==> config.mk <==
export PLATFORM = sky130hd
export DESIGN_NAME = vga_timing_gen
export DESIGN_NICKNAME = d
export VERILOG_FILES = /design/src/rtl/vga_timing_gen.sv
export SDC_FILE = /design/constraint.sdc
export NUM_CORES = 1
export LEC_CHECK = 0
export BUFFER_PORTS_ARGS = -buffer_cell sky130_fd_sc_hd__buf_2
export CAP_MARGIN = 20
export CORE_MARGIN = 1.5
export CORE_UTILIZATION = 50
export DETAILED_ROUTE_END_ITERATION = 12
export PLACE_DENSITY_LB_ADDON = 0.25
export SKIP_CTS_REPAIR_TIMING = 1
export SLEW_MARGIN = 20
export SYNTH_ARGS = -nofsm -noshare
export SYNTH_HDL_FRONTEND = slang
export SYNTH_SLANG_ARGS = --single-unit
==> constraint.sdc <==
create_clock -name clk -period 5.4 [get_ports clk]
set_input_delay 0.27 -clock clk [delete_from_list [all_inputs] [get_ports clk]]
set_output_delay 0.27 -clock clk [all_outputs]
set_load 0.02 [all_outputs]
==> src/rtl/vga_timing_gen.sv <==
// vga_timing_gen: 640x480@60 raster timing with pixel-enable divider; clk/rst in, rgb_in colour in, hCount/vCount/bright/pix_en/frame_tick timing out, hSync/vSync/vgaR/G/B pins out
module vga_timing_gen #(
  parameter int DIV         = 4,
  parameter int H_TOTAL     = 800,
  parameter int H_SYNC      = 96,
  parameter int H_VIS_START = 144,
  parameter int H_VIS_END   = 783,
  parameter int V_TOTAL     = 525,
  parameter int V_SYNC      = 2,
  parameter int V_VIS_START = 35,
  parameter int V_VIS_END   = 514
) (
  input  logic        clk,
  input  logic        rst,
  input  logic [11:0] rgb_in,
  output logic [9:0]  hCount,
  output logic [9:0]  vCount,
  output logic        bright,
  output logic        pix_en,
  output logic        frame_tick,
  output logic        hSync,
  output logic        vSync,
  output logic [3:0]  vgaR,
  output logic [3:0]  vgaG,
  output logic [3:0]  vgaB
);
  localparam int DW = DIV > 1 ? $clog2(DIV) : 1;
  logic [DW-1:0] div;
  logic [9:0] h_nxt, v_nxt;
  logic h_wrap, v_last;
  always_comb begin
    h_wrap = hCount == 10'(H_TOTAL - 1);
    v_last = vCount == 10'(V_TOTAL - 1);
    h_nxt  = h_wrap ? '0 : hCount + 10'd1;
    v_nxt  = !h_wrap ? vCount : v_last ? '0 : vCount + 10'd1;
  end
  assign frame_tick = pix_en && h_wrap && v_last;
  always_ff @(posedge clk) begin
    if (rst) begin
      div    <= '0;
      pix_en <= 1'b0;
      hCount <= '0;
      vCount <= '0;
      bright <= 1'b0;
      hSync  <= 1'b0;
      vSync  <= 1'b0;
      {vgaR, vgaG, vgaB} <= '0;
    end else begin
      div    <= (div == DW'(DIV - 1)) ? '0 : div + DW'(1);
      pix_en <= div == DW'(DIV - 1);
      if (pix_en) begin
        hCount <= h_nxt;
        vCount <= v_nxt;
        bright <= h_nxt >= 10'(H_VIS_START) && h_nxt <= 10'(H_VIS_END) &&
                  v_nxt >= 10'(V_VIS_START) && v_nxt <= 10'(V_VIS_END);
        hSync  <= hCount >= 10'(H_SYNC);
        vSync  <= vCount >= 10'(V_SYNC);
        {vgaR, vgaG, vgaB} <= bright ? rgb_in : '0;
      end
    end
  end
endmodule
==> results.yml <==
timing:
  tns_ps: 0
  hold_viol: 0
  max_freq_ghz: 0.397
  whs_ps: 209
  rsz0062_at_grt: "false"
  skew_ps: 6.57
  tightestPinTransition_ps: 769
  slew_headroom_pct: 48.5
  slew_viol_final: 0
  setup_slack_ps: 2880
  setup_viol: 0
  post-route-period-util_pct: 46.6
  final.min_clock_period_ps: 2520
logic_synthesis:
  yosys.area.top_type_share_pct: 38.1
  netlist_instances: 247
  async_reset_ff_share_pct: 0
  ys_seq_elements: 38
  synth-seq-area-share_pct: 38.1
  netlist_area_mm2: 0.00200
  yosysTopAreaCell: "dfxtp_1"
  ys_warn_count: 0
  yosysMostFrequentCell: "nor2_1"
  ys_types: 47
  synth_edf_count: 0
  synth_flop_cell: "dfxtp_1"
  synth_common_cells: "nor2_1 (43), dfxtp_1 (38), nand2_1 (16), a21oi_1 (14), a22oi_1 (14)"
  synth.area.top_cells: "dfxtp_1 (38%), nor2_1 (8.1%), a22oi_1 (5.3%)"
  avgSynthCellArea_um2: 8.08
  syn-num-nets: 267
route:
  first_iter_violations: 113
  drt_first_pass_iters: 4
  viasPerCell: 5.53
  wl_per_cell_um: 12.9
  vias: 1865
  antenna_left: 0
  wirelength_um: 4340
  drc_errors: 0
placement:
  placed_area_mm2: 0.00223
  pre_cts_slack_ps: 2920
  place_congestion: 0.870
  port_buffers: 50
  dp_hpwl_um: 2930
  numPlacedInstances: 329
cells_and_area:
  syn_to_final_growth_pct: 17.2
  insertedDiodeCount: 0
  fin_area_mm2: 0.00234
  final_cells: 337
  nNetsFinal: 308
  postLayoutCoreUtil_pct: 62.5
  drive_above_1_share_pct: 22.5
critical_path:
  critical_path_class: "reg -> reg"
  crit_fanout: 13
  arrival_ps: 2740
  cp_top_family: "compound AO/OA/AOI/OAI gates"
  max_stage_delay_ps: 430
  crit_path_end_kind: "register"
  crit_buf_inv: 0
  cp.required_ps: 5630
  start_kind: "register"
  crit_chain: "ha_1 > and4_1 > and3_2 > o21ai_0 > a222oi_1 > nand2_1 > o32a_1 > a21oi_2"
  crit_slowest_cell: "dfxtp_1"
die:
  std_cell_rows: 22
  dieArea_mm2: 0.00438
  die_width_um: 66.2
  die_h_um: 66.2
  core_mm2: 0.00374
  floorplan.initialDensity_pct: 53.3
  pin_count: 51
grt:
  gr-usage-all-layers_pct: 21.4
  first_global_vias: 1680
  grt_pass1_wl_um: 7430
  grt_antenna_before_repair: 0
  grt_max_degree: 39
  overflow: 0
pwr:
  power_leakage_nw: 1.00
  ir_drop_v: 0.000186
  p_total_mw: 0.546
  power_density_mw_per_mm2: 233
flow_run:
  cap_viol_max_count: 0
clocking:
  clock-sinks: 38
  numCtsBuffers: 5
  htreeDepth: 2
  insertion_delay_ps: 290
  cts_root_buf: "clkbuf_8"
  cts.path.max_buffers: 2
  path_clk_slew_ps: 80
  cts_tree: "yes"
worst_hold_path:
  worst_hold_path_type: "in -> reg"
status:
  outcome: "finished clean"
-- layer usage --
layer  vias up  track usage [%]  part of all wire (%)  wire [µm]
li1        956                -                     -          -
met1       846             31.0                    52       2230
met5         -                0                     0          0
met3         4             4.77                   6.3        271
met2        59             31.9                    41       1800
met4         0             6.12                  0.76         33
-- final timing paths --
path,startpoint,end,slack [ps],cells after the start
worst max-delay path,hCount[1],bright,2880,8
worst min-delay path,rgb_in[2],vgaB[2],210,3
worst max register to register,hCount[1],bright,2880,8
worst min register to register,div[0],div[0],430,1
-- report_power, final --
group	leakage, nW	switching, mW	total (mW)	internal (mW)
sequential	0.307	0.00303	0.286	0.283
clock	0.0504	0.103	0.241	0.137
combinational	0.647	0.0112	0.0189	0.00776
-- area by class of cell --
class                      instances  area (µm²)
fill                             353        1400
sequential                        38         761
inverter                           9        33.8
tap                               48        60.1
multi-input combinational        184        1120
clock buffer                       5        68.8
clock inverter                     3        45.0
timing repair buffer              50         250
-- tightest hold or removal path, cell delays in order --
cell and delay, ps:
buf_2 80, a22oi_1 50, nor2_1 70
-- cell families after synthesis --
| logic type | Yosys count | share of synthesized area (%) |
|---|---|---|
| multiplexers | 2 | 1.00 |
| flip-flops | 38 | 38.1 |
| buffers and inverters | 25 | 5.70 |
| adder cells (fa/ha/maj) | 6 | 3.76 |
| AO/OA/AOI/OAI | 57 | 18.7 |
| AND/OR/NAND/NOR | 110 | 28.8 |
| XOR/XNOR | 9 | 3.95 |
-- registers in the layout (all words and copies together), names as in the netlist --
signal,flops
pix_en,1
bright,1
hSync,1
vSync,1
hCount,10
div,2
vgaR,4
vCount,10
vgaG,4
vgaB,4
-- cell usage in the layout (no fill, tap or decap), types with 2 or more instances in the layout --
master      instances
nor2b_1             3
a21oi_1            14
a211oi_1            2
nor3_1              9
nor3b_1             3
a22oi_1            14
ha_1                6
and3_1             11
clkinvlp_4          2
inv_1               9
mux2i_1             2
o21ai_0            12
dfxtp_1            38
nand3b_1            3
xor2_1              5
buf_2              50
nand3_1             5
clkbuf_8            5
and4_1              5
nand4_1             3
nand2_1            16
xnor2_1             4
or4_1               2
nor2_1             43
a21o_1              2
Note: power is estimated with default switching activity, not from simulation.
